## src/rtl/udp_payload_reader.sv

```systemverilog
// udp_payload_reader
// Walks the payload of a received UDP packet in the shared Ethernet RAM and
// emits it as a byte stream (MSB of each word first) over valid/ready.
// The RAM port is read-only from here; `busy` lets the top level arbitrate it.

module udp_payload_reader #(
  parameter int                 ADDR_W     = 9,
  parameter logic [ADDR_W-1:0]  BASE_ADDR  = ADDR_W'(1),
  parameter int                 RD_LATENCY = 2,
  parameter int                 MAX_BYTES  = 2048
) (
  input  logic              clk,
  input  logic              reset_n,
  input  logic              start,
  input  logic [15:0]       rx_data_length,
  input  logic              abort,
  output logic [ADDR_W-1:0] ram_rd_addr,
  input  logic [31:0]       ram_rd_data,
  output logic [7:0]        m_data,
  output logic              m_valid,
  input  logic              m_ready,
  output logic              m_last,
  output logic              busy,
  output logic              done,
  output logic              err_len
);

  typedef enum logic [2:0] {
    S_IDLE,
    S_CHECK,
    S_FETCH,
    S_WAIT,
    S_SHIFT,
    S_DONE
  } state_t;

  state_t             r_state;
  state_t             w_state_nxt;
  logic [15:0]        r_len;
  logic [15:0]        r_bytes_left;
  logic [2:0]         r_word_bytes;
  logic [1:0]         r_wait_cnt;
  logic [31:0]        r_shreg;
  logic [ADDR_W-1:0]  r_addr;
  logic               r_valid;
  logic               r_err_flag;

  logic [15:0]        w_len_minus8;
  logic               w_len_bad;
  logic               w_hs;
  logic [2:0]         w_first_word_bytes;

  // Payload size is the UDP length minus the 8-byte header; anything shorter
  // than the header or larger than the RAM can hold is rejected.
  assign w_len_minus8 = r_len - 16'd8;
  assign w_len_bad    = (r_len < 16'd8) || (w_len_minus8 > 16'(MAX_BYTES));
  assign w_hs         = r_valid & m_ready;

  // Only the final word of a packet can carry fewer than four bytes.
  assign w_first_word_bytes = (r_bytes_left >= 16'd4) ? 3'd4 : r_bytes_left[2:0];

  assign ram_rd_addr = r_addr;
  assign m_data      = r_shreg[31:24];
  assign m_valid     = r_valid;
  assign m_last      = (r_state == S_SHIFT) && (r_bytes_left == 16'd1);
  assign busy        = (r_state != S_IDLE);
  assign done        = (r_state == S_DONE);
  assign err_len     = (r_state == S_DONE) && r_err_flag;

  // State register.
  always_ff @(posedge clk or negedge reset_n) begin
    if (!reset_n) begin
      r_state <= S_IDLE;
    end else begin
      r_state <= w_state_nxt;
    end
  end

  // Next-state logic; abort overrides everything, including a start in IDLE.
  always_comb begin
    // NOTE: default first so every path assigns w_state_nxt and no latch is inferred.
    w_state_nxt = r_state;
    if (abort) begin
      w_state_nxt = S_IDLE;
    end else begin
      unique case (r_state)
        S_IDLE:  if (start) w_state_nxt = S_CHECK;
        S_CHECK: begin
          if (w_len_bad || (w_len_minus8 == 16'd0)) w_state_nxt = S_DONE;
          else                                       w_state_nxt = S_FETCH;
        end
        S_FETCH: w_state_nxt = S_WAIT;
        S_WAIT:  if (r_wait_cnt == 2'd0) w_state_nxt = S_SHIFT;
        S_SHIFT: begin
          if (w_hs) begin
            if (r_bytes_left == 16'd1)      w_state_nxt = S_DONE;
            else if (r_word_bytes == 3'd1)  w_state_nxt = S_FETCH;
          end
        end
        S_DONE:  w_state_nxt = S_IDLE;
        default: w_state_nxt = S_IDLE;
      endcase
    end
  end

  // Datapath: length capture, RAM addressing, read-latency wait and byte shifter.
  always_ff @(posedge clk or negedge reset_n) begin
    if (!reset_n) begin
      // NOTE: sequential state uses non-blocking assignments so every register
      // samples pre-edge values regardless of statement order.
      r_len        <= '0;
      r_bytes_left <= '0;
      r_word_bytes <= '0;
      r_wait_cnt   <= '0;
      r_shreg      <= '0;
      r_addr       <= BASE_ADDR;
      r_valid      <= 1'b0;
      r_err_flag   <= 1'b0;
    end else if (abort) begin
      r_valid    <= 1'b0;
      r_err_flag <= 1'b0;
    end else begin
      unique case (r_state)
        S_IDLE: begin
          if (start) r_len <= rx_data_length;
        end
        S_CHECK: begin
          r_bytes_left <= w_len_minus8;
          if (w_len_bad)                      r_err_flag <= 1'b1;
          else if (w_len_minus8 != 16'd0)     r_addr     <= BASE_ADDR;
        end
        S_FETCH: begin
          r_wait_cnt <= 2'(RD_LATENCY - 1);
        end
        S_WAIT: begin
          if (r_wait_cnt == 2'd0) begin
            r_shreg      <= ram_rd_data;
            r_word_bytes <= w_first_word_bytes;
            r_valid      <= 1'b1;
          end else begin
            r_wait_cnt <= r_wait_cnt - 2'd1;
          end
        end
        S_SHIFT: begin
          if (w_hs) begin
            r_shreg      <= {r_shreg[23:0], 8'h00};
            r_bytes_left <= r_bytes_left - 16'd1;
            r_word_bytes <= r_word_bytes - 3'd1;
            if (r_bytes_left == 16'd1) begin
              r_valid <= 1'b0;
            end else if (r_word_bytes == 3'd1) begin
              r_valid <= 1'b0;
              // Wraps naturally at 2^ADDR_W.
              r_addr  <= r_addr + 1'b1;
            end
          end
        end
        S_DONE: begin
          r_err_flag <= 1'b0;
        end
        default: ;
      endcase
    end
  end

endmodule

```

## config.mk

```make
export PLATFORM = sky130hd
export DESIGN_NAME = udp_payload_reader
export DESIGN_NICKNAME = d
export VERILOG_FILES = /design/src/rtl/udp_payload_reader.sv
export SDC_FILE = /design/constraint.sdc
export NUM_CORES = 1
export LEC_CHECK = 0
export ABC_AREA = 0
export CAP_MARGIN = 25
export CORE_UTILIZATION = 49
export DETAILED_ROUTE_END_ITERATION = 6
export GPL_ROUTABILITY_DRIVEN = 1
export HOLD_SLACK_MARGIN = 0.1
export PLACE_DENSITY = 0.79
export SKIP_CTS_REPAIR_TIMING = 1
export SYNTH_ARGS = -nofsm -noshare
export SYNTH_HDL_FRONTEND = slang
export SYNTH_SLANG_ARGS = --single-unit
export TNS_END_PERCENT = 50
```

## constraint.sdc

```tcl
create_clock -name clk -period 2.1 [get_ports clk]
set_input_delay 0.21 -clock clk [delete_from_list [all_inputs] [get_ports clk]]
set_output_delay 0.21 -clock clk [all_outputs]
set_load 0.005 [all_outputs]
```

# ---- Yosys cells after proc, flatten, opt, wreduce, memory -nomap -nowiden
# Index checks and enable logic that the tools add are counted.
dict set report word_totals {
  regBits 83
  latch_bits 0
  mem_bits_rw 0
  romBits 0
  out_inout_bits 22
  wordCells 94
  memories 0
}
dict set report op_classes {
  addsub 5
  multipliers 0
  n_div 0
  order_cmp 3
  n_eq_ne 19
  shifts 0
  muxes 34
  bitwise 2
  n_reduce_logical 22
}
# op n
set op_table {}
lappend op_table {{32-bit two-way mux} 2}
lappend op_table {{32-bit case mux with 2 select lines} 1}
lappend op_table {{9-bit two-way mux} 5}
lappend op_table {{16-bit case mux with 2 select lines} 1}
lappend op_table {{3-bit two-way mux} 10}
lappend op_table {{9-bit case mux with 2 select lines} 1}
lappend op_table {{16-bit by 1-bit == test with 1-bit output, second input constant} 1}
lappend op_table {{16-bit by 3-bit greater-or-equal comparator with 1-bit output, second input constant} 1}
lappend op_table {{16-bit by 12-bit greater-than comparator with 1-bit output, second input constant} 1}
lappend op_table {{16-bit zero test} 1}
lappend op_table {{16-bit by 4-bit less-than comparator with 1-bit output, second input constant} 1}
lappend op_table {{16-bit two-way mux} 1}
lappend op_table {{16-bit nonzero test} 1}
lappend op_table {{16-bit by 1-bit subtractor with 16-bit output, second input constant} 1}
lappend op_table {{16-bit by 4-bit subtractor with 16-bit output, second input constant} 1}
lappend op_table {{3-bit case mux with 5 select lines} 1}
lappend op_table {{2-bit != test, second input constant} 6}
lappend op_table {{3-bit != test, second input constant} 4}
lappend op_table {{4-bit AND reduction} 3}
lappend op_table {{9-bit by 1-bit adder with 9-bit output, second input constant} 1}
lappend op_table {{3-bit AND reduction} 3}
lappend op_table {{3-bit nonzero test} 3}
lappend op_table {{1-bit two-way mux} 7}
lappend op_table {{7-bit AND reduction} 1}
lappend op_table {{other kinds (19)} 27}

# ---- Logic depth before layout (Yosys ltp)
dict set report depth {
  word_depth 7
  depth_mapped 9
  depth_no_buf 8
}

# ---- Least setup slack after synthesis
# Ideal clock, no wire load.
dict set report synth_timing {
  kind {register -> register}
  start {register r_len[3]}
  end {register r_addr[2], in the netlist ram_rd_addr[2]}
  setup_ns 0.140
  arrival_time_ns 2.085
  required_ns 1.960
  path_slack_ns -0.124
  path_stages_with_launch 10
  n_path_buf 1
  path_cell_list {dfrtp_1 -> inv_1 -> ha_1 -> or4b_4 -> nor4_4 -> xnor2_1 -> xnor2_1 -> o21ai_1 -> buf_6 -> a31oi_1}
}
dict set report synth_between {
  elab_chain_len 5
  elab_cells_between_ends 8
  cone_classes {1 x add/sub; 2 x order compare; 2 x eq/ne; 3 x reduce/logical}
}
# item line
set synth_rtl {}
lappend synth_rtl {{start: declaration} 39} ;# logic [15:0] r_len;
lappend synth_rtl {{start signal: assignment} 125} ;# if (start) r_len <= rx_data_length;
lappend synth_rtl {{16-bit by 4-bit subtractor with 16-bit output} 55} ;# assign w_len_minus8 = r_len - 16'd8;
lappend synth_rtl {{16-bit by 12-bit greater-than comparator with 1-bit output} 56} ;# assign w_len_bad = (r_len < 16'd8) || (w_len_minus8 > 16'(MAX_BYTES));
lappend synth_rtl {{1-bit logical OR} 56}
lappend synth_rtl {{2-bit != test (no source line)} --}
lappend synth_rtl {{7-bit AND reduction (no source line) *} --}
lappend synth_rtl {{end signal: assignment} 154} ;# r_addr <= r_addr + 1'b1;
lappend synth_rtl {{end: declaration} 44} ;# logic [ADDR_W-1:0] r_addr;
# Mark *: on every way between the ends. The rest lies on a longest branch, timed or not.
# A chain may end at the register's enable or synchronous reset.

# ---- Worst setup path after layout
dict set report layout_timing {
  start {register r_len[4]}
  end {register r_addr[4], in the netlist ram_rd_addr[4]}
}
# Same word-level chain as after synthesis.

==> impl_metrics.yaml <==
power:
  leakage_nw: 2.58
  p_total_w: 0.00685
  ir_drop_uv: 859
  power.density_nw_per_um2: 1090
clock_tree:
  cts_tree: "built"
  cts_buffers: 9
  cts-htree-levels: 3
  cts.sinks: 83
  cts_buffer_depth: 2
  clk_pin_slew_ns: 0.09
  clk_latency_ns: 0.37
  cts-root-buf: "clkbuf_8"
timing:
  slew-limit-headroom_pct: 64.7
  hold_violations: 0
  setup_viol: 10
  clock.fmax_mhz: 455
  clock_skew_ns: 0.0136
  grt_setup_unrepaired: "true"
  tightest_slew_ns: 0.524
  maxSlewViolCount: 0
  layout_min_cycle_time_ns: 2.20
  layout_setup_ws_ns: -0.0978
  timing.final.crit_share_pct: 105
global_route:
  grt_max_degree: 60
  overflow: 0
  grt_pass1_wl_um: 19100
  antenna_found_initial: 0
  grt_usage_pct: 24.3
  grt_pass1_vias: 4173
synthesis:
  ys.warnings.count: 0
  synth_top_area_share_pct: 43.8
  synth.most_common_cell: "nand2_1"
  yosysSeqAreaShare_pct: 44.4
  synth_area_um2: 4690
  async_flop_share_pct: 100
  synth_commonest_cells: "nand2_1, dfrtp_1, nor2_1"
  synth.distinct_cells: 62
  ys.flop_type: "dfrtp_1"
  syn_nets: 592
  avgSynthCellArea_um2: 8.82
  synth_edf_count: 0
  synth_area_leader_cell: "dfrtp_1"
  ys_ff_latch: 83
  yosys-top-cells-area: "dfrtp_1, nand2_1, nor2_1"
  synth_cells: 531
setup_path:
  r2r-end: "ram_rd_addr[4]$_DFFE_PN0P_"
  critPathRequiredTime_ns: 2.33
  crit_end: "ram_rd_addr[4]$_DFFE_PN0P_"
  arrival_ns: 2.43
  cp-startpoint: "r_len[4]$_DFFE_PN0P_"
  cp-end-kind: "register"
  r2r_setup_slack_ns: -0.1
  worstPathMaxFanout: 6
  start_kind: "register"
  r2r_start: "r_len[4]$_DFFE_PN0P_"
  worstSetupPathType: "reg -> reg"
  reg2reg_depth: 10
detailed_routing:
  wl_per_cell_um: 16.0
  wirelength_um: 12200
  drc: 0
  drt_iter0_drc: 335
  vias_per_cell: 5.84
  antenna_left: 0
  vias: 4455
  dr.pass1.iters: 5
cells_and_area:
  layout-drive-gt1-share_pct: 20.0
  area_growth_pct: 34.7
  fin_nets: 690
  n_antenna_cell: 0
  n_fill_cell: 681
  fin_cells: 763
floorplanning:
  rows: 35
  core_area_um2: 9240
  chipHeight_um: 99.8
  dieArea_um2: 9960
  io_pins: 75
  start_util_pct: 50.7
  dieWidth_um: 99.8
flow_run:
  cap_violations: 0
place:
  dp_cells: 743
  io_buffers: 74
  gp_congestion: 0.885
  dp_hpwl_um: 8250
  preCtsSetupSlack_ns: -0.218
outcome:
  violations: "negative setup slack"
  outcome: "complete, but fails checks"
min_path:
  hold_path.class: "in -> async"
==> cells in the final DEF, fill, tap and decap left out, types with 4 or more instances in the layout <==
cell,synthesis,final
nand4b_1,5,5
ha_1,8,7
a21oi_1,27,25
inv_2,1,4
mux2_1,10,10
o21ai_0,18,17
clkdlybuf4s50_1,0,72
nand3_1,21,20
o22ai_1,5,4
nor4_1,7,4
o21a_1,7,7
o21ai_1,4,4
nor2_1,58,56
buf_4,8,50
nor3_1,9,5
nand2b_1,6,5
mux2_2,7,7
nor4_2,3,4
a22o_1,6,6
and3_1,4,4
xnor2_1,8,5
inv_1,10,7
dfrtp_1,82,79
clkbuf_8,0,9
buf_12,0,6
nand4_1,4,4
a22oi_1,4,4
a31oi_1,33,33
nand2_1,83,83
==> routing by layer <==
layer | share of wire (%) | global-route usage [%]
met1 | 42 | 31.4
met5 | 0 | 0
met3 | 6.1 | 3.69
met2 | 51 | 41.1
met4 | 1.7 | 9.95
==> kinds of logic after synthesis <==
family          synth area share, %
simple gates                   23.0
compound gates                 18.8
xor+xnor                       2.06
flops                          44.4
fa+ha+maj                      2.14
mux                            4.30
buf+inv                        5.39
==> worst min-delay path by stage <==
stage | start | end | cells after the start
6_report | reset_n | r_len[11]$_DFFE_PN0P_ | 2
5_1_grt | reset_n | r_len[13]$_DFFE_PN0P_ | 2
4_1_cts | reset_n | r_len[13]$_DFFE_PN0P_ | 1
3_5_place_dp | reset_n | r_len[11]$_DFFE_PN0P_ | 1
3_3_place_gp | reset_n | r_len[10]$_DFFE_PN0P_ | 1
2_1_floorplan | reset_n | m_valid$_DFFE_PN0P_ | 0
==> cell type report <==
type                    instances  area, um2  share of cell area (%)
clock inverters                 7        110                    1.74
inverters                      11       41.3                   0.654
repair buffers                130       1240                    19.6
well taps                     129        161                    2.56
flip-flops and latches         83       2080                    33.0
clock buffers                   9        124                    1.96
multi-input cells             394       2560                    40.5
==> metrics by stage <==
stage	hold slack, ns	area [um2]	utilization (%)	setup TNS [ns]
3_3_place_gp	0.140	5870	63.6	-0.0957
2_1_floorplan	-0.0856	4700	-	-0.731
4_1_cts	-0.248	6110	66.1	-2.71
5_1_grt	0.313	6310	68.3	-1.50
3_5_place_dp	0.147	5870	63.6	-2.04
6_report	0.277	6310	68.3	-0.625
==> state kept, by name, indices dropped and copies added (netlist names) <==
name and flops:
r_shreg 32, r_len 16, m_valid 1, r_bytes_left 16
ram_rd_addr 9, r_err_flag 1, r_state 3, r_word_bytes 3
r_wait_cnt 2
==> worst max-delay path, cell delays in order, from the launching register on <==
cell and delay (ns):
dfrtp_1 0.39, inv_2 0.06, ha_4 0.16, buf_4 0.14
o21ba_2 0.27, o21ai_0 0.12, a311oi_2 0.35, xnor2_2 0.14
o21ai_2 0.17, buf_4 0.17, a31oi_1 0.08
==> report_power, final <==
group	leakage, nW	internal [W]	switching (W)
registers	1.01	0.00201	0.000529
clock network	0.113	0.000690	0.000659
logic	1.46	0.00148	0.00148
total	2.58	0.00418	0.00267
No activity file was read; power rests on OpenSTA's default activity.
